--- src/rtl/lsu_pkg.sv ---
// Shared definitions for the load/store unit: access sizes, FSM states and
// byte-lane mask helpers.
package lsu_pkg;

   typedef enum logic [1:0] {
      SZ_B = 2'd0,
      SZ_H = 2'd1,
      SZ_W = 2'd2,
      SZ_D = 2'd3
   } size_e;

   typedef enum logic {
      IDLE   = 1'b0,
      SECOND = 1'b1
   } state_e;

   // Number of bytes moved by an access of the given size.
   function automatic logic [3:0] size_bytes(input logic [1:0] size);
      logic [3:0] n;
      case (size)
         SZ_B:    n = 4'd1;
         SZ_H:    n = 4'd2;
         SZ_W:    n = 4'd4;
         default: n = 4'd8;
      endcase
      return n;
   endfunction

   // Byte lanes offset..offset+count-1 of one doubleword; lanes past 7 are dropped.
   function automatic logic [7:0] byte_mask(input logic [2:0] offset, input logic [3:0] count);
      logic [7:0] m;
      m = '0;
      for (int unsigned i = 0; i < 8; i++) begin
         if (i >= 32'(offset) && i < 32'(offset) + 32'(count))
            m[i] = 1'b1;
      end
      return m;
   endfunction

endpackage

--- src/rtl/lsu_extend.sv ---
// Right-justifies a load value by a byte offset and sign/zero-extends it
// from the given byte count to 64 bits.
module lsu_extend (
   input  logic [63:0] data,
   input  logic [2:0]  shift,
   input  logic [3:0]  count,
   input  logic        sign_ext,
   output logic [63:0] result
);

   logic [63:0] aligned;
   logic        fill_bit;

   // Shift the wanted bytes down, then fill everything above them.
   always_comb begin
      aligned  = data >> {shift, 3'b000};
      fill_bit = 1'b0;
      for (int unsigned i = 0; i < 8; i++) begin
         if (32'(count) == i + 1)
            fill_bit = sign_ext & aligned[8*i+7];
      end
      result = '0;
      for (int unsigned i = 0; i < 8; i++) begin
         result[8*i +: 8] = (i < 32'(count)) ? aligned[8*i +: 8] : {8{fill_bit}};
      end
   end

endmodule

--- src/rtl/load_store_unit.sv ---
// MEM-stage load/store front end: byte-addressed B/H/W/D accesses mapped onto a
// doubleword memory, with store byte-merge, load extension and a two-cycle
// split for accesses that cross an 8-byte boundary.
module load_store_unit
   import lsu_pkg::*;
#(
   parameter int MEM_DEPTH = 128
) (
   input  logic        clk,
   input  logic        reset,
   input  logic        req_valid,
   input  logic        req_write,
   input  logic [1:0]  req_size,
   input  logic        req_signed,
   input  logic [63:0] req_addr,
   input  logic [63:0] req_wdata,
   output logic        stall,
   output logic        rsp_valid,
   output logic [63:0] rsp_rdata,
   output logic        fault,
   output logic [63:0] mem_addr,
   output logic [63:0] mem_wdata,
   output logic        mem_read,
   output logic        mem_write,
   input  logic [63:0] mem_rdata
);

   state_e      state;
   logic [2:0]  off;
   logic [3:0]  nbytes;
   logic [63:0] w0;
   logic [63:0] w1;
   logic        crosses;
   logic        out_of_range;

   logic [63:0] sec_addr;
   logic [63:0] sec_wdata;
   logic [63:0] cap_data;
   logic [2:0]  sec_off;
   logic [3:0]  sec_cnt;
   logic [3:0]  sec_rem;
   logic        sec_write;
   logic        sec_signed;

   logic [63:0] ins_data;
   logic [7:0]  ins_mask;
   logic [63:0] ext_data;
   logic [2:0]  ext_shift;
   logic [3:0]  ext_count;
   logic        ext_signed;
   logic [63:0] ext_out;

   // Decode the incoming request into word indices, boundary crossing and fault.
   always_comb begin
      off          = req_addr[2:0];
      nbytes       = size_bytes(req_size);
      w0           = {3'b000, req_addr[63:3]};
      w1           = w0 + 64'd1;
      crosses      = ({1'b0, off} + nbytes) > 4'd8;
      out_of_range = (w0 >= 64'(MEM_DEPTH)) || (crosses && (w1 >= 64'(MEM_DEPTH)));
      sec_rem      = {1'b0, sec_off} + sec_cnt - 4'd8;
   end

   // Drive the memory port, stall and the shared extender for the current cycle.
   always_comb begin
      mem_addr   = w0;
      mem_read   = 1'b0;
      mem_write  = 1'b0;
      stall      = 1'b0;
      ins_data   = '0;
      ins_mask   = '0;
      ext_data   = mem_rdata;
      ext_shift  = off;
      ext_count  = nbytes;
      ext_signed = req_signed;
      if (state == SECOND) begin
         // Tail of a split access: lanes 0.. of the next word, captured head glued below.
         mem_addr   = sec_addr;
         mem_read   = ~reset;
         mem_write  = sec_write & ~reset;
         ins_data   = sec_wdata;
         ins_mask   = byte_mask(3'd0, sec_rem);
         ext_data   = cap_data | (mem_rdata << {4'd8 - {1'b0, sec_off}, 3'b000});
         ext_shift  = '0;
         ext_count  = sec_cnt;
         ext_signed = sec_signed;
      end else if (req_valid && !out_of_range) begin
         // Shifting left drops the bytes that spill into the next word on a split.
         mem_read  = ~reset;
         mem_write = req_write & ~reset;
         ins_data  = req_wdata << {off, 3'b000};
         ins_mask  = byte_mask(off, nbytes);
         stall     = crosses;
      end
      for (int unsigned i = 0; i < 8; i++) begin
         mem_wdata[8*i +: 8] = ins_mask[i] ? ins_data[8*i +: 8] : mem_rdata[8*i +: 8];
      end
   end

   lsu_extend u_extend (
      .data     (ext_data),
      .shift    (ext_shift),
      .count    (ext_count),
      .sign_ext (ext_signed),
      .result   (ext_out)
   );

   // Request FSM: registers responses and carries split-access context to SECOND.
   always_ff @(posedge clk) begin
      if (reset) begin
         state      <= IDLE;
         rsp_valid  <= 1'b0;
         rsp_rdata  <= '0;
         fault      <= 1'b0;
         sec_addr   <= '0;
         sec_wdata  <= '0;
         cap_data   <= '0;
         sec_off    <= '0;
         sec_cnt    <= '0;
         sec_write  <= 1'b0;
         sec_signed <= 1'b0;
      end else begin
         rsp_valid <= 1'b0;
         fault     <= 1'b0;
         rsp_rdata <= '0;
         case (state)
            IDLE: begin
               if (req_valid) begin
                  if (out_of_range) begin
                     rsp_valid <= 1'b1;
                     fault     <= 1'b1;
                  end else if (crosses) begin
                     state      <= SECOND;
                     sec_addr   <= w1;
                     sec_off    <= off;
                     sec_cnt    <= nbytes;
                     sec_write  <= req_write;
                     sec_signed <= req_signed;
                     sec_wdata  <= req_wdata >> {4'd8 - {1'b0, off}, 3'b000};
                     cap_data   <= mem_rdata >> {off, 3'b000};
                  end else begin
                     rsp_valid <= 1'b1;
                     if (!req_write)
                        rsp_rdata <= ext_out;
                  end
               end
            end
            SECOND: begin
               state     <= IDLE;
               rsp_valid <= 1'b1;
               if (!sec_write)
                  rsp_rdata <= ext_out;
            end
         endcase
      end
   end

endmodule

--- config.mk ---
export PLATFORM = sky130hd
export DESIGN_NAME = load_store_unit
export DESIGN_NICKNAME = d
export VERILOG_FILES = /design/src/rtl/lsu_pkg.sv /design/src/rtl/lsu_extend.sv /design/src/rtl/load_store_unit.sv
export SDC_FILE = /design/constraint.sdc
export NUM_CORES = 1
export LEC_CHECK = 0
export BUFFER_PORTS_ARGS = -buffer_cell sky130_fd_sc_hd__buf_2
export CORE_MARGIN = 2
export CORE_UTILIZATION = 41
export CTS_CLUSTER_DIAMETER = 100
export DETAILED_ROUTE_END_ITERATION = 8
export MAX_ROUTING_LAYER = met4
export PLACE_DENSITY = 0.71
export RECOVER_POWER = 25
export SLEW_MARGIN = 20
export SYNTH_ARGS = -nofsm -noshare
export SYNTH_HDL_FRONTEND = slang
export SYNTH_SLANG_ARGS = --single-unit
--- constraint.sdc ---
create_clock -name clk -period 5.8 [get_ports clk]
set_input_delay 0.87 -clock clk [delete_from_list [all_inputs] [get_ports clk]]
set_output_delay 0.87 -clock clk [all_outputs]
set_load 0.02 [all_outputs]
* Word level (Yosys, flattened, before mapping) *
Cells that the tools add are included.

cells by class
  add/sub/neg operators = 7
  order comparisons = 34
  equal/unequal tests = 10
  shifts and indexed selects = 5
  multiplexer cells = 71
  bitwise logic cells = 15
  reductions and logical operators = 14

operators by type and width
  cell                                                   count
  2-to-1 mux 64 bit                                      9
  2-to-1 mux 8 bit                                       18
  one-hot mux 64 bit (2 select lines)                    1
  >> shifter 64 x 6 -> 64 bit                            2
  < comparator 3 x 32 -> 1 bit (first input constant)    3
  < comparator 1 x 32 -> 1 bit (first input constant)    2
  < comparator 2 x 32 -> 1 bit (first input constant)    2
  bitwise OR 64 bit                                      1
  << shifter 64 x 6 -> 64 bit                            1
  << shifter 64 x 7 -> 64 bit                            1
  >> shifter 64 x 7 -> 64 bit                            1
  adder 61 x 1 -> 62 bit (second input constant)         1
  >= comparator 62 x 8 -> 1 bit (second input constant)  1
  >= comparator 61 x 8 -> 1 bit (second input constant)  1
  2-to-1 mux 1 bit                                       38
  < comparator 3 x 4 -> 1 bit (first input constant)     8
  == test 4 x 3 -> 1 bit (second input constant)         4
  < comparator 1 x 4 -> 1 bit (first input constant)     4
  < comparator 2 x 4 -> 1 bit (first input constant)     4
  one-hot mux 4 bit (3 select lines)                     1
  bitwise AND 1 bit                                      10
  >= comparator 3 bit (first input constant)             3
  logical AND 1 bit                                      9
  adder 3 x 4 -> 4 bit                                   2
  21 further kinds                                       29

word-level totals
  flip-flop bits (word level) = 268
  bits of input ports = 199
  output and inout port bits = 197
  word-level logic and storage cells = 167

* Longest topological paths before layout *
  depth in word-level cells = 20
  gate-level depth with buffers = 16
  depth with buffers taken out = 12

* Hierarchy *
From an unflattened synthesis, not the netlist that was laid out.

unflattened totals
  cells, all modules = 2630
  area, all modules = 21270.4 um2

by module, submodules not included
  module           instances  cells an instance  area each (um2)  sequential area each (um2)
  load_store_unit  1          2329               19014.5          5325.1
  lsu_extend       1          301                2255.9           0.0

* Worst setup path before layout *
No wires, ideal clock.

  kind = in2out
  start = input port req_addr[15]
  end = output port mem_wdata[48]
  data arrival time = 3.929 ns
  required time = 4.930 ns
  path slack = 1.001 ns
  cell stages on the path = 12
  buffers on the path = 2
  path through = buf_2 nand4_1 or4_4 nor3b_4 o311ai_0 o21a_1 nor3_1 and4_1 a21oi_1 buf_6 nor4_4 mux2i_1

on the way
  longest elaborated chain between the ends = 9
  elaborated cells between the ends (all ways) = 12
  those cells by class = add/sub (1); order compare (2); mux (5); reduce/logical (4)

RTL lines
  item                                                   RTL line               source
  start, declared                                        load_store_unit.sv:15  input logic [63:0] req_addr,
  adder 61 x 1 -> 62 bit                                 load_store_unit.sv:58  w1 = w0 + 64'd1;
  >= comparator 62 x 8 -> 1 bit                          load_store_unit.sv:60  out_of_range = (w0 >= 64'(MEM_DEPTH)) || (crosses && (w1 >= 64'(MEM_DEPTH)));
  logical AND 1 bit                                      load_store_unit.sv:60
  logical OR 1 bit (*)                                   load_store_unit.sv:60
  zero test 1 bit (*)                                    load_store_unit.sv:87  end else if (req_valid && !out_of_range) begin
  logical AND 1 bit (*)                                  load_store_unit.sv:87
  2-to-1 mux 64 bit or 2-to-1 mux 8 bit (tied branches)  load_store_unit.sv:87
  2-to-1 mux 64 bit or 2-to-1 mux 8 bit (tied branches)  load_store_unit.sv:76  if (state == SECOND) begin
  2-to-1 mux 8 bit (*)                                   load_store_unit.sv:96  mem_wdata[8*i +: 8] = ins_mask[i] ? ins_data[8*i +: 8] : mem_rdata[8*i +: 8];
  end, declared                                          load_store_unit.sv:22  output logic [63:0] mem_wdata,

Mark *: on every way between the ends. The rest lies on a longest branch, timed or not.

* Worst setup path in the final report *
  start = input port req_addr[15]
  end = output port mem_wdata[54]

The elaborated chain is that of the path after synthesis.

==> qor.txt <==
status: complete, but fails checks
violated checks: capacitance limit, slew limit
vias in the first global route: 20.9k
Boundary Pins: 396
synth unique cells: 84
DRT Wirelength: 94.8 mm
first-pass GRT wire length: 138 mm
Min-Delay Path Depth: 1
Initial DRC Count: 3,254
Root Driver: clkbuf_16
number of synthesized register bits: 266
Final period util: 95.1%
Max VDD drop: 0.216 mV
hold_buf cts: 0
post-route core utilization: 48.4%
Post-CTS Setup Inserts: 0
R2R depth: 10
pre-CTS setup slack: 0.179 ns
final slew viol count: 72
synth cell count leaders: nor2_1, dfxtp_1, nand2_1
clock slew at reported path FFs: 0.06 ns
synthesized-area fraction occupied by adder cells: 0.986%
hold slack: 0.454 ns
first drt pass iteration count: 6
Synth Area in Simple Gates: 23.5%
CTS buffer count: 34
final setup fails: 0
number of synthesized flops with an enable pin: 0
H-tree levels: 2
yosys warns: 0
Area contributors post-synth: dfxtp_1, mux2i_1, mux2_2, nor2_1, a21oi_1
Flop pwr share: 35.0%
I/O Buffers: 393
Final Hold Fails: 0
most frequent cell after synthesis: nor2_1
area leader, netlist: dfxtp_1
worst setup margin: 0.282 ns
die area: 51,900 um2
Least-Margin Pin Slew: 1.53 ns
Worst slew margin: -2.01%
Post-Syn Area: 20,600 um2
# clock sinks: 266
Sw Ratio: 32.6%
CP Max Fanout: 9
TNS Setup: 0 ns
post-DP HPWL: 70.3 mm
Logic pwr share: 22.7%
Critical Setup Path Class: in -> out
clk_skew: 0.0176 ns
Total GRT Usage: 35.9%
post-placement cell count: 3,572
RePlAce Congestion: 1.09
worst skew pair latency: 0.56 ns
Reg area: 5330 um2
multi-input logic area: 14,300 um2
Clk pwr share: 42.3%
pwr/cell area: 217 nW/um2
Starting Density: 41.2%
largest family of logic cells by synthesized area: compound AO/OA/AOI/OAI gates
maximum clock rate: 0.181 GHz
Die W: 228 um
synthesized instance count: 2,670
Final Power: 5.23 mW
layout cell share with drive strength beyond 1: 22.0%
placed inst area: 23,100 um2
antenna violations before repair: 11
Routed Antenna Nets: 0
Synth Area in Compound Gates: 24.1%
Main synth FF type: dfxtp_1
clock buffer depth: 3
maxcap violations: 1
Avg Synthesized Cell Area: 7.70 um2
drt drc: 0
CTS tree: yes
worst path arrival time: 4.65 ns
final global-route overflow total: 0
core area: 49,900 um2
fin crit period: 5.52 ns
Post-Synth XOR/XNOR Area: 1.11%
Synth async-reset ratio: 0%
top cell type's share of synthesized area: 25.9%
Layout area overhead: 17.4%
post-synthesis sequential area ratio: 25.9%
mux contribution to synthesized area: 19.4%
via count: 22.9k
Data required, critical path: 4.93 ns
Die Ht: 228 um
largest net degree at the start of global routing: 171
cell area after layout: 24,100 um2
Internal: 3.52 mW
nets: 3,153
routed len/inst: 26.0 um
CP Launch Type: primary input
vias per cell: 6.28
Fillers: 5,053
PostCTS Resize Cnt: 0
Pleak: 9.13 nW
RSZ-0062 raised after global routing: false
Cell Rows: 82
NetSw: 1.70 mW
crit end category: output pin
Post-Layout Cell Count: 3,648
worst min path class: reg -> reg
==> state kept, by name (all words and copies together) (netlist names) <==
| register | count |
|---|---|
| sec_addr | 62 |
| cap_data | 64 |
| sec_off | 3 |
| rsp_valid | 1 |
| state | 1 |
| sec_cnt | 4 |
| sec_write | 1 |
| sec_wdata | 64 |
| fault | 1 |
| rsp_rdata | 64 |
| sec_signed | 1 |
==> per-layer routing <==
layer	wire length [um]	part of all wire [%]	global-route usage, %
met5	0	0	-
met4	7650	8.1	24.1
met3	12100	13	9.21
met2	39000	41	50.9
met1	36000	38	44.7
==> critical path, cell delays in order <==
cell and delay (ns):
buf_2 0.18, nand4_1 0.23, nor4_2 0.59, nand4_1 0.26
nor3_1 0.23, xor2_1 0.09, nor4_1 0.27, and4_1 0.39
a21oi_4 0.20, nor4_4 0.50, buf_4 0.23, mux2i_1 0.35
buf_2 0.24
==> cell families after synthesis <==
logic type	after synthesis
AOI/OAI and AO/OA	747
xor gates and xnor gates	26
adders and majority gates	15
buffers and inverters	256
DFF	266
muxes	366
other	1
and+or+nand+nor	993
==> final cells by class <==
class | instances | share of cell area [%]
Timing Repair Buffer | 461 | 10.1
Clock buffer | 43 | 4.01
Antenna cell | 13 | 0.135
Multi-Input combinational cell | 2149 | 59.1
Clock inverter | 17 | 0.726
Sequential cell | 266 | 22.1
Tap cell | 672 | 3.48
Inverter | 27 | 0.420
==> cells in the final DEF (no fill, tap or decap), types with 11 or more instances in the layout <==
master | synthesis | layout
clkbuf_16 | 0 | 37
a221oi_1 | 17 | 17
buf_4 | 7 | 65
or2_2 | 13 | 13
a311oi_1 | 11 | 11
a21oi_1 | 203 | 202
a211oi_1 | 111 | 111
inv_1 | 26 | 25
o211ai_1 | 17 | 17
nor2_1 | 302 | 299
mux4_2 | 11 | 11
and3_1 | 16 | 16
o22ai_1 | 20 | 20
o221a_2 | 12 | 12
and2_1 | 78 | 78
mux2_2 | 147 | 142
diode_2 | 0 | 13
clkbuf_1 | 171 | 90
nor2b_1 | 60 | 60
nand4_1 | 25 | 25
nand2b_1 | 63 | 63
nor4_1 | 18 | 18
xnor2_1 | 14 | 14
buf_2 | 19 | 304
dfxtp_1 | 266 | 265
a31oi_1 | 14 | 14
o41ai_1 | 11 | 11
a21o_1 | 16 | 16
or3_1 | 13 | 13
mux2i_1 | 207 | 206
nor3_1 | 35 | 34
xor2_1 | 12 | 12
o21ai_0 | 172 | 172
nand2_1 | 252 | 252
ha_1 | 13 | 11
nand3_1 | 88 | 88
o21a_1 | 12 | 12
o31ai_1 | 16 | 16
==> power groups by stage <==
stage | clock network (mW) | registers [mW] | logic, mW
5_1_grt | 2.31 | 1.83 | 1.23
3_5_place_dp | 0 | 1.87 | 1.13
3_3_place_gp | 0 | 1.87 | 1.14
2_1_floorplan | 0 | 1.87 | 0.654
6_report | 2.21 | 1.83 | 1.19
4_1_cts | 2.24 | 1.83 | 1.14
==> worst paths after layout <==
| path | startpoint | end | slack [ns] |
|---|---|---|---|
| worst min register to register | sec_addr[47] | sec_addr[47] | 0.45 |
| worst min-delay path | sec_addr[47] | sec_addr[47] | 0.45 |
| worst max register to register | state | rsp_rdata[35] | 0.48 |
| worst max-delay path | req_addr[15] | mem_wdata[54] | 0.28 |
(Power assumes the default switching activity.)
